===== src/rtl/tt_lut_seq.sv =====
// Programmable truth-table block: N_IN inputs, N_OUT outputs, flop-based table
// with single-vector eval, serial table reload and a full-table sweep.
module tt_lut_seq #(
   parameter int unsigned               N_IN    = 3,
   parameter int unsigned               N_OUT   = 1,
   parameter logic [N_OUT*(2**N_IN)-1:0] TT_INIT = 8'h55
) (
   input  logic             clk,
   input  logic             reset,
   input  logic [N_IN-1:0]  in_bits,
   input  logic             in_valid,
   output logic [N_OUT-1:0] out_bits,
   output logic             out_valid,
   output logic [N_IN-1:0]  sweep_row,
   input  logic             load_start,
   input  logic             load_valid,
   input  logic [N_OUT-1:0] load_data,
   output logic             load_ready,
   input  logic             sweep_start,
   output logic             sweep_done,
   output logic             busy
);

   localparam int unsigned ROWS = 2**N_IN;
   localparam int unsigned CW   = N_IN + 1;
   localparam logic [CW-1:0] LAST_ROW = CW'(ROWS - 1);

   typedef enum logic [1:0] {
      IDLE  = 2'd0,
      LOAD  = 2'd1,
      SWEEP = 2'd2
   } state_t;

   state_t           state_q, state_d;
   logic [CW-1:0]    cnt_q, cnt_d;
   logic [N_OUT-1:0] tbl_q [ROWS];
   logic [N_OUT-1:0] out_bits_q, out_bits_d;
   logic             out_valid_q, out_valid_d;
   logic [N_IN-1:0]  sweep_row_q, sweep_row_d;
   logic             load_ready_q, load_ready_d;
   logic             sweep_done_q, sweep_done_d;
   logic             busy_q, busy_d;
   logic             wr_en;
   logic [N_IN-1:0]  rd_idx;

   // Next-state and registered-output computation
   always_comb begin
      state_d      = state_q;
      cnt_d        = cnt_q;
      out_bits_d   = out_bits_q;
      out_valid_d  = 1'b0;
      sweep_row_d  = sweep_row_q;
      sweep_done_d = 1'b0;
      wr_en        = 1'b0;
      rd_idx       = (state_q == SWEEP) ? cnt_q[N_IN-1:0] : in_bits;

      case (state_q)
         IDLE: begin
            if (load_start) begin
               state_d = LOAD;
               cnt_d   = '0;
            end else if (sweep_start) begin
               state_d = SWEEP;
               cnt_d   = '0;
            end else if (in_valid) begin
               out_bits_d  = tbl_q[rd_idx];
               sweep_row_d = in_bits;
               out_valid_d = 1'b1;
            end
         end
         LOAD: begin
            if (load_valid && load_ready_q) begin
               wr_en = 1'b1;
               cnt_d = cnt_q + CW'(1);
               if (cnt_q == LAST_ROW) begin
                  state_d = IDLE;
                  cnt_d   = '0;
               end
            end
         end
         SWEEP: begin
            out_bits_d  = tbl_q[rd_idx];
            sweep_row_d = cnt_q[N_IN-1:0];
            out_valid_d = 1'b1;
            cnt_d       = cnt_q + CW'(1);
            if (cnt_q == LAST_ROW) begin
               sweep_done_d = 1'b1;
               state_d      = IDLE;
               cnt_d        = '0;
            end
         end
         default: state_d = IDLE;
      endcase

      // Both flags track the state being entered, so they change on the same edge
      load_ready_d = (state_d == LOAD);
      busy_d       = (state_d != IDLE);
   end

   always_ff @(posedge clk or posedge reset) begin
      if (reset) begin
         state_q      <= IDLE;
         cnt_q        <= '0;
         out_bits_q   <= '0;
         out_valid_q  <= 1'b0;
         sweep_row_q  <= '0;
         load_ready_q <= 1'b0;
         sweep_done_q <= 1'b0;
         busy_q       <= 1'b0;
      end else begin
         state_q      <= state_d;
         cnt_q        <= cnt_d;
         out_bits_q   <= out_bits_d;
         out_valid_q  <= out_valid_d;
         sweep_row_q  <= sweep_row_d;
         load_ready_q <= load_ready_d;
         sweep_done_q <= sweep_done_d;
         busy_q       <= busy_d;
      end
   end

   // Table storage; row 0 lives in the MSBs of TT_INIT
   always_ff @(posedge clk or posedge reset) begin
      if (reset) begin
         for (int unsigned r = 0; r < ROWS; r++) begin
            tbl_q[r] <= TT_INIT[(ROWS-1-r)*N_OUT +: N_OUT];
         end
      end else if (wr_en) begin
         tbl_q[cnt_q[N_IN-1:0]] <= load_data;
      end
   end

   assign out_bits   = out_bits_q;
   assign out_valid  = out_valid_q;
   assign sweep_row  = sweep_row_q;
   assign load_ready = load_ready_q;
   assign sweep_done = sweep_done_q;
   assign busy       = busy_q;

endmodule

===== config.mk =====
export PLATFORM = sky130hd
export DESIGN_NAME = tt_lut_seq
export DESIGN_NICKNAME = d
export VERILOG_FILES = /design/src/rtl/tt_lut_seq.sv
export SDC_FILE = /design/constraint.sdc
export NUM_CORES = 1
export LEC_CHECK = 0
export BUFFER_PORTS_ARGS = -buffer_cell sky130_fd_sc_hd__buf_2
export CAP_MARGIN = 25
export CORE_ASPECT_RATIO = 1.75
export CORE_MARGIN = 4
export CORE_UTILIZATION = 30
export CTS_CLUSTER_DIAMETER = 30
export DETAILED_ROUTE_END_ITERATION = 12
export MAX_ROUTING_LAYER = met4
export PLACE_DENSITY = 0.48
export SLEW_MARGIN = 40
export SYNTH_ARGS = -nofsm -noshare
export SYNTH_HDL_FRONTEND = slang
export SYNTH_SLANG_ARGS = --single-unit

===== constraint.sdc =====
create_clock -name clk -period 2.95 [get_ports clk]
set_clock_uncertainty 0.05 [all_clocks]
set_input_delay 0.1475 -clock clk [delete_from_list [all_inputs] [get_ports clk]]
set_output_delay 0.1475 -clock clk [all_outputs]
set_load 0.05 [all_outputs]

==> Yosys cells after proc, flatten, opt, wreduce, memory -nomap -nowiden <==
Cells that the tools add are included.
{ "totals": {"reg_bits": 22, "input_bits": 10, "output_inout_bits": 8, "word_cells": 72} }
{ "op_classes": {"addsub": 1, "n_lt_le_gt_ge": 3, "eq_ne": 9, "n_mux": 33, "bitwise_logic": 2, "n_reduce_logical": 8} }
{ "ops": {"columns": ["op", "n"], "rows": [
  ["two-way mux 4 bit", 4],
  ["two-way mux 1 bit", 13],
  ["two-way mux 3 bit", 4],
  ["case mux 4 bit (3 select lines)", 1],
  ["bitwise mux 8 bit", 1],
  [">= comparator 4 bit, second input constant", 2],
  ["two-way mux 2 bit", 4],
  ["!= test 2 bit, second input constant", 4],
  ["inverter 3 -> 4 bit", 2],
  ["case mux 2 bit (3 select lines)", 1],
  ["case mux 3 bit (2 select lines)", 1],
  ["adder 4 x 1 -> 4 bit, second input constant", 1],
  ["equality test 2 x 1 -> 1 bit, second input constant", 2],
  ["equality test 4 x 3 -> 1 bit, second input constant", 1],
  ["less-than comparator 4 x 1 -> 1 bit, second input constant", 1],
  ["case mux 1 bit (2 select lines)", 2],
  ["AND reduction 4 bit", 1],
  ["nonzero test 2 bit", 2],
  ["binary-select mux 1 bit (select 3 bit)", 1],
  ["demux 1 bit (select 3 bit)", 1],
  ["!= test 3 bit, second input constant", 1],
  ["AND reduction 3 bit", 1],
  ["nonzero test 3 bit", 1],
  ["equality test 2 bit, second input constant", 1],
  ["2 further kinds", 3]
]} }

==> Logic depth before layout (Yosys ltp) <==
Gate-level depths: netlist (run 1).
{ "logic_depth": {"ltp_word": 10, "depth_mapped": 6, "mapped_depth_nobuf": 6} }

==> Least setup slack after synthesis (run 1) <==
OpenSTA, ideal clock, no wires.
{ "synth_timing": {"kind": "flip-flop to flip-flop", "startpoint": "register state_q[0]", "endpoint": "register out_bits_q, in the netlist out_bits", "setup_ns": 0.125, "arrival_ns": 2.038, "t_required_ns": 2.775, "slack_ns": 0.737, "path_stages_with_launch": 7, "path_buffers": 0, "period_less_slack_ns": 2.213, "cell_sequence": "dfrtp_1 inv_1 ha_1 mux2_2 mux4_1 mux2_2 mux2_2"} }
{ "synth_between": {"elab_chain_len": 10, "elab_cells_between_ends": 16, "classes_between": "eq/ne: 4; mux: 8; bitwise: 1; reduce/logical: 3"} }
{ "synth_lines": {"columns": ["element", "line_no", "source"], "rows": [
  ["start: declaration", "34", "state_t state_q, state_d;"],
  ["start signal: assignment", "111", "state_q <= state_d;"],
  ["equality test 2 bit", "55, 57", null],
  ["two-way mux 3 bit", "55", "rd_idx = (state_q == SWEEP) ? cnt_q[N_IN-1:0] : in_bits;"],
  ["inverter 3 -> 4 bit (implied by the code)", "66, 82", null],
  ["binary-select mux 1 bit (select 3 bit)", "66, 82", null],
  ["two-way mux 1 bit (implied by the code) (2 in series)", "66, 82", null],
  ["two-way mux 1 bit", "65", "end else if (in_valid) begin"],
  ["two-way mux 1 bit", "62", "end else if (sweep_start) begin"],
  ["two-way mux 1 bit", "59", "if (load_start) begin"],
  ["case mux 1 bit (2 select lines)", "57", "case (state_q)"],
  ["end signal: assignment", "113", "out_bits_q <= out_bits_d;"],
  ["end: declaration", "37", "logic [N_OUT-1:0] out_bits_q, out_bits_d;"]
]} }
Parallel ways exist; a longest one is shown, timed or not. The select of a mux whose other input is x is not followed.
A chain may end at the register's enable or synchronous reset.

==> Final worst setup path (run 1) <==
Ends and elaborated chain as after synthesis.

==> results.json, run 1 <==
{
  "dr.pass1.iters": 4,
  "start_util": 0.313,
  "grt_setup_unrepaired": "no",
  "grt_start_max_net_pins": 23,
  "ant_nets": 0,
  "yosysSeqAreaShare": 0.484,
  "fin_tns_setup_ns": 0,
  "place_area_sq_mm": 0.00129,
  "post-dp-hpwl_mm": 1.87,
  "avgSynthCellArea_sq_um": 11.7,
  "critPathSlowestCell": "mux4_1",
  "relSlewSlack": 0.680,
  "layout_common_cells": "dfrtp_1, buf_2, mux2_2",
  "synth_top_area_frac": 0.393,
  "final_nets": 135,
  "p_leak_nw": 0.631,
  "postCtsSetupBuffers": 0,
  "tritoncts": "done",
  "drc_errors": 0,
  "synth_area_leaders": "dfrtp_1, mux2_2, dfstp_2, ha_1, mux4_1",
  "synth_area_leader_cell": "dfrtp_1",
  "design_area_sq_mm": 0.00135,
  "status": "finished, final reports clean",
  "worstSkewPairLatency_ns": 0.26,
  "design.core.area_sq_mm": 0.00366,
  "die_x_microns": 54.8,
  "min_period_ns": 2.33,
  "die_height_microns": 89.8,
  "path_class": "register to register",
  "routed_wl_mm": 2.39,
  "overflow": 0,
  "max-cap-violations": 0,
  "globalplace.congestion": 0.726,
  "cts_sinks": 22,
  "crit_family": "multiplexers",
  "ios": 18,
  "drv_slew": 0,
  "die_area_sq_mm": 0.00492,
  "antenna_cells": 0,
  "grt_pass1_vias": 837,
  "synth-seq-cells": 22,
  "max_freq_ghz": 0.429,
  "path_cells": "inv_1, ha_1, mux2_2, mux4_1, mux2_2, mux2_2",
  "numCtsBuffers": 3,
  "cp_common_cell": "mux2_2",
  "hp-class": "input port to register",
  "cp.arrival_ns": 2.43,
  "min_period_over_period": 0.790,
  "syn_area_sq_mm": 0.00115,
  "drt-wirelength-per-cell_microns": 14.5,
  "area_growth_pct": 17.8,
  "top_usage_layer": "met2",
  "synth_edf_count": 0,
  "cp-end-kind": "register",
  "htree_levels": 1,
  "synth_warnings": 0,
  "ys.flop_type": "dfrtp_1",
  "critical_path.startpoint_type": "register",
  "root_buffer": "clkbuf_8",
  "globalRouteMet1Util": 0.126,
  "clkTransAtPathRegs_ns": 0.08,
  "met2_usage": 0.183,
  "grt_usage": 0.111,
  "holdWs_ns": 0.173,
  "setup_viol": 0,
  "required_ns": 3.05,
  "via_per_inst": 4.97,
  "antenna_found_initial": 0,
  "syn_inst": 98,
  "crit_buf_inv": 1,
  "finalHoldViolations": 0,
  "synth_cell_types": 32,
  "drive_gt1_frac": 0.370,
  "drtIter0Drc": 15,
  "crit_fanout": 7,
  "power_w": 0.00132,
  "ir_worst_vdd_uv": 454,
  "grtUsageMet3": 0.0149,
  "cp_slowest_stage_delay_ns": 0.44,
  "tightest_slew_ns": 0.480,
  "power_density_mw_per_mm2": 973,
  "synth_nets": 113,
  "final_common_cell": "dfrtp_1",
  "portBuffers": 17,
  "rows": 29,
  "async_flop_share": 1.00,
  "grt_pass1_wl_mm": 3.93,
  "clock_path_buffers": 2,
  "vias": 820
}
[worst paths after layout]
kind | start | end | depth (start not counted) | slack (ns)
max | state_q[0]$_DFF_PP0_ | out_bits$_DFFE_PP0P_ | 6 | 0.62
max reg2reg | state_q[0]$_DFF_PP0_ | out_bits$_DFFE_PP0P_ | 6 | 0.62
min | load_data | tbl_q[5]$_DFFE_PP0P_ | 2 | 0.17
max in group asynchronous | reset | tbl_q[2]$_DFFE_PP1P_ | 3 | 2.10
min reg2reg | sweep_row[2]$_DFFE_PP0P_ | sweep_row[2]$_DFFE_PP0P_ | 1 | 0.46
min in group asynchronous | reset | sweep_row[1]$_DFFE_PP0P_ | 3 | 0.40
[kinds of logic after synthesis]
group	synth area share
simple gates	0.147
flops	0.484
mux	0.203
compound gates	0.0916
buf+inv	0.0196
fa+ha+maj	0.0545
[synth_stat cells (all sizes together), types with 2 or more instances]
master   n
dfrtp   18
mux2    16
nor2     9
ha       5
inv      5
nand2    5
dfstp    4
o21ai    4
nand3    3
nor3     3
a21oi    2
a22o     2
mux4     2
nand2b   2
nor3b    2
[layout make-up]
| cell class | count | area, sq um |
|---|---|---|
| well taps | 46 | 57.6 |
| flip-flops and latches | 22 | 556 |
| fillers | 365 | 2310 |
| clock buffers | 4 | 55.1 |
| inverters | 5 | 18.8 |
| multi-input cells | 70 | 569 |
| repair buffers | 18 | 95.1 |
[flip-flops by register name, indices dropped and copies added, names as in the netlist]
signal,flops
busy,1
out_bits,1
tbl_q,8
load_ready,1
out_valid,1
cnt_q,4
state_q,2
sweep_done,1
sweep_row,3
[power by group]
part           internal (W)  switching, W  leakage (nW)
registers          0.000408     0.0000808         0.275
logic              0.000229      0.000382         0.327
clock network      0.000119     0.0000971        0.0288
[through the flow]
stage,worst slack (ns),cells,utilization
2_1_floorplan,0.737,98,-
3_3_place_gp,0.647,160,0.351
3_5_place_dp,0.610,160,0.351
4_1_cts,0.606,165,0.369
5_1_grt,0.474,165,0.369
6_report,0.618,165,0.369
[repair_timing]
action | 4_1_cts | 5_1_grt
hold endpoints to repair | 18 | 0
hold buffers | 1 | 0
resized for setup | 0 | 0
[routing by layer]
metal  wire (microns)  part of all wire
met3               89             0.037
met2             1320              0.55
met1              959              0.40
met5                0                 0
met4               27             0.011
No activity file was read; power rests on OpenSTA's default activity.
==> run 2, diff against run 1 <==
Settings changed: PLACE_DENSITY 0.48 to 0.49.
Clock period 2.95 ns to 2 ns, I/O delays scaled along.
==> run 2 against run 1 <==
Effect of this change: non-clock buffer count increased by 9; sequential share of layout area decreased by 2.4 points; register-to-register slack got worse by 0.65 ns; highest routed layer unchanged; the flow now finishes with violations (setup timing); sequential power increased by 40%; largest cell class unchanged; worst setup slack got worse by 0.65 ns.
==> results.json, run 2 (synthesis gave the netlist of run 1 again) <==
{
  "cts_sinks": 22,
  "grt_usage": 0.120,
  "root_buffer": "clkbuf_8",
  "max_flop_register": "tbl_q",
  "relSlewSlack": 0.773,
  "nFillCells": 362,
  "rows": 29,
  "drive_gt1_frac": 0.453,
  "power_density_mw_per_mm2": 1430,
  "layout_common_cells": "dfrtp_1, buf_2, mux2_2",
  "grt_pass1_wl_mm": 4.28,
  "htree_levels": 1,
  "multi_input_area_sq_um": 597,
  "numCtsBuffers": 3,
  "grt_setup_unrepaired": "yes",
  "ios": 18,
  "largest_reg_flops": 8,
  "antenna_cells": 0,
  "min_period_over_period": 1.02,
  "setup_viol": 1,
  "min_period_ns": 2.04,
  "drt-wirelength-per-cell_microns": 14.9,
  "ir_worst_vdd_uv": 778,
  "seq_area_sq_um": 556,
  "start_util": 0.313,
  "max_freq_ghz": 0.491,
  "post-dp-hpwl_mm": 2.05,
  "drv_slew": 0,
  "r2r_slack_ns": -0.04,
  "r2r-end": "out_bits$_DFFE_PP0P_",
  "globalplace.congestion": 0.761,
  "via_per_inst": 4.83,
  "worstHoldStart": "load_data",
  "grt_start_max_net_pins": 23,
  "worstSkewPairLatency_ns": 0.26,
  "tightest_slew_ns": 0.340,
  "reg2reg_from": "state_q[0]$_DFF_PP0_",
  "vias": 840,
  "grt_pass1_vias": 918,
  "final_common_cell": "dfrtp_1",
  "status": "finished, violations left",
  "clock_path_buffers": 2,
  "setup_ws_ns": -0.0364,
  "tritoncts": "done",
  "required_ns": 2.10,
  "clkTransAtPathRegs_ns": 0.08,
  "finalHoldViolations": 0,
  "holdPathEnd": "tbl_q[3]$_DFFE_PP0P_",
  "ant_nets": 0,
  "path_class": "register to register",
  "p_leak_nw": 0.667,
  "cp-end-kind": "register",
  "area_growth_pct": 25.2,
  "overflow": 0,
  "crit_fanout": 3,
  "final_nets": 144,
  "whs_path_depth": 2,
  "dr.pass1.iters": 4,
  "portBuffers": 17,
  "die_x_microns": 54.8,
  "routed_wl_mm": 2.59,
  "dp_slack_ns": -0.0291,
  "die_area_sq_mm": 0.00492,
  "fin_util": 0.392,
  "reg2reg_depth": 6,
  "hp-class": "input port to register",
  "critical_path.startpoint_type": "register",
  "drc_errors": 0,
  "drtIter0Drc": 10,
  "die_height_microns": 89.8,
  "antenna_found_initial": 0,
  "power_w": 0.00205,
  "design.core.area_sq_mm": 0.00366,
  "holdWs_ns": 0.137,
  "max-cap-violations": 0,
  "violations": "setup timing",
  "cp.arrival_ns": 2.14
}
[run 2: final cells by class]
class,count,share of cell area
multi-input combinational,70,0.416
clock buffer,4,0.0314
timing repair buffer,27,0.113
inverter,5,0.0131
tap,46,0.0401
sequential,22,0.387
[run 2: per-stage QoR]
stage | TNS, ns | area [sq um] | instances
2_1_floorplan | -0.0550 | 1160 | 98
3_3_place_gp | 0 | 1360 | 168
3_5_place_dp | -0.0291 | 1360 | 168
4_1_cts | -0.0383 | 1420 | 174
5_1_grt | -0.0990 | 1440 | 174
6_report | -0.0364 | 1440 | 174
[run 2: layer usage]
layer,wire length [microns],part of all wire,track usage,up-vias
met5,0,0,-,-
met4,38,0.015,0.0499,0
met3,66,0.026,0.0166,4
met2,1400,0.54,0.193,12
met1,1080,0.42,0.144,410
li1,-,-,-,414
[run 2: worst max-delay path, stage by stage, from the launching register on]
cell     delay, ns
dfrtp_1       0.39
inv_2         0.09
ha_4          0.15
mux2_4        0.32
mux4_2        0.41
mux2_2        0.27
mux2_2        0.25
[run 2: worst max-delay path by stage]
stage	startpoint	to	slack (ns)
2_1_floorplan	state_q[0]$_DFF_PP0_	out_bits$_DFFE_PP0P_	-0.05
3_3_place_gp	state_q[0]$_DFF_PP0_	out_bits$_DFFE_PP0P_	0.002
3_5_place_dp	state_q[0]$_DFF_PP0_	out_bits$_DFFE_PP0P_	-0.03
4_1_cts	state_q[0]$_DFF_PP0_	out_bits$_DFFE_PP0P_	-0.04
5_1_grt	state_q[0]$_DFF_PP0_	out_bits$_DFFE_PP0P_	-0.1
6_report	state_q[0]$_DFF_PP0_	out_bits$_DFFE_PP0P_	-0.04
[run 2: timing repair]
| action | 4_1_cts | 5_1_grt |
|---|---|---|
| resized for setup | 0 | 3 |
| hold buffers | 1 | 0 |
| buffers inserted | 1 | 0 |
| endpoints found under the setup margin | 1 | 5 |
| endpoints found under the hold margin | 18 | 0 |
[run 2: power by group]
group | total (W) | switching [W] | internal (W) | leakage (nW)
combinational | 0.00109 | 0.000652 | 0.000436 | 0.369
clock | 0.000282 | 0.000140 | 0.000142 | 0.0228
sequential | 0.000683 | 0.0000814 | 0.000602 | 0.275
total | 0.00205 | 0.000874 | 0.00118 | 0.667
==> run 3, diff against run 2 <==
Clock period 2 ns to 1.7 ns, I/O delays scaled along.
==> run 3 against run 2 <==
Effect of this change: the flow still finishes with violations (setup timing); non-clock buffer count grew 11; sequential power grew 20%; first-iteration DRC count grew 60%; critical path depth is the same; critical endpoint unchanged; largest cell class unchanged.
==> results.json, run 3 (synthesis gave the netlist of run 1 again) <==
{
  "max_freq_ghz": 0.485,
  "ir_worst_vdd_uv": 1170,
  "die_height_microns": 89.8,
  "numCtsBuffers": 3,
  "relSlewSlack": 0.681,
  "setup_ws_ns": -0.363,
  "max_flop_register": "tbl_q",
  "rows": 29,
  "combPwrFrac": 0.597,
  "die_x_microns": 54.8,
  "min_period_over_period": 1.21,
  "path_class": "register to register",
  "tightest_slew_ns": 0.472,
  "crit_fanout": 3,
  "p_leak_nw": 0.759,
  "ios": 18,
  "portBuffers": 17,
  "die_area_sq_mm": 0.00492,
  "fin_util": 0.459,
  "drt-wirelength-per-cell_microns": 15.9,
  "drtIter0Drc": 16,
  "drive_gt1_frac": 0.633,
  "start_util": 0.313,
  "tritoncts": "done",
  "hp-class": "input port to register",
  "required_ns": 1.81,
  "globalplace.congestion": 0.755,
  "drv_slew": 0,
  "grt_setup_unrepaired": "yes",
  "status": "finished, violations left",
  "internal-power_w": 0.00167,
  "cp.arrival_ns": 2.17,
  "violations": "setup timing",
  "routed_wl_mm": 2.95,
  "post-dp-hpwl_mm": 2.15,
  "netSwitchingFraction": 0.419,
  "root_buffer": "clkbuf_8",
  "worstSkewPairLatency_ns": 0.26,
  "max-cap-violations": 0,
  "cp-end-kind": "register",
  "p_sw_w": 0.00121,
  "antenna_cells": 0,
  "p_seq_frac": 0.284,
  "setup_viol": 15,
  "reg2reg_depth": 6,
  "antenna_found_initial": 0,
  "min_period_ns": 2.06,
  "cts_sinks": 22,
  "largest_reg_flops": 8,
  "whs_path_depth": 2,
  "clkTransAtPathRegs_ns": 0.08,
  "grt_start_max_net_pins": 23,
  "htree_levels": 1,
  "design.core.area_sq_mm": 0.00366,
  "critical_path.startpoint_type": "register",
  "dr.pass1.iters": 4,
  "fin_tns_setup_ns": -2.06,
  "vias": 938,
  "layout_common_cells": "dfrtp_1, buf_4, buf_2",
  "finalHoldViolations": 0,
  "power_density_mw_per_mm2": 1710,
  "pwr-share-clk": 0.119,
  "final_nets": 155,
  "clock_path_buffers": 2,
  "drc_errors": 0,
  "grt_pass1_vias": 1017,
  "area_growth_pct": 46.7,
  "overflow": 0,
  "via_per_inst": 5.07,
  "ant_nets": 0,
  "grt_usage": 0.139,
  "grt_pass1_wl_mm": 4.89
}
-- run 3: final cells by class --
type                    instances  area, sq um
repair buffers                 38          253
fillers                       336         1980
flip-flops and latches         22          556
inverters                       5         23.8
multi-input cells              70          748
clock buffers                   4         45.0
well taps                      46         57.6
-- run 3: final timing paths --
kind | slack [ns] | end | from
min reg2reg | 0.47 | out_bits$_DFFE_PP0P_ | out_bits$_DFFE_PP0P_
max in group asynchronous | 0.96 | tbl_q[0]$_DFFE_PP1P_ | reset
min in group asynchronous | 0.34 | busy$_DFF_PP0_ | reset
min | 0.14 | tbl_q[4]$_DFFE_PP1P_ | load_data
max reg2reg | -0.36 | out_bits$_DFFE_PP0P_ | state_q[0]$_DFF_PP0_
max | -0.36 | out_bits$_DFFE_PP0P_ | state_q[0]$_DFF_PP0_
-- run 3: metrics by stage --
step	cells	setup WS, ns	instance area, sq um	hold slack (ns)	power (W)
final	185	-0.363	1680	0.139	0.00288
after floorplan	98	-0.355	1160	0.0213	0.00170
after CTS	183	-0.332	1600	0.121	0.00279
after detailed placement	174	-0.345	1400	0.100	0.00215
after global routing	185	-0.415	1680	0.141	0.00308
after global placement	174	-0.297	1400	0.0839	0.00212
-- run 3: power groups by stage --
stage	combinational [W]	sequential [W]	clock (W)
2_1_floorplan	0.000605	0.00110	0
3_3_place_gp	0.00130	0.000817	0
3_5_place_dp	0.00133	0.000827	0
4_1_cts	0.00161	0.000818	0.000356
5_1_grt	0.00186	0.000839	0.000378
6_report	0.00172	0.000818	0.000342
-- run 3: worst max-delay path, cell delays in order (launching register included) --
cell and delay [ns]:
dfrtp_1 0.40, inv_2 0.08, ha_4 0.15, mux2_4 0.32, mux4_2 0.43, mux2_4 0.27
mux2_4 0.26
-- run 3: repair_timing --
item | in CTS | in global routing
hold endpoints to repair | 18 | 0
pin swaps | 16 | 11
setup endpoints to repair | 19 | 20
resized for setup | 27 | 20
hold buffers | 1 | 0
buffers inserted | 6 | 3
-- run 3: metal layers --
metal | GRT usage | share of wire | vias up
li1 | - | - | 436
met1 | 0.159 | 0.39 | 476
met2 | 0.227 | 0.55 | 17
met4 | 0.0665 | 0.029 | 0
met5 | - | 0 | -
met3 | 0.0166 | 0.024 | 9
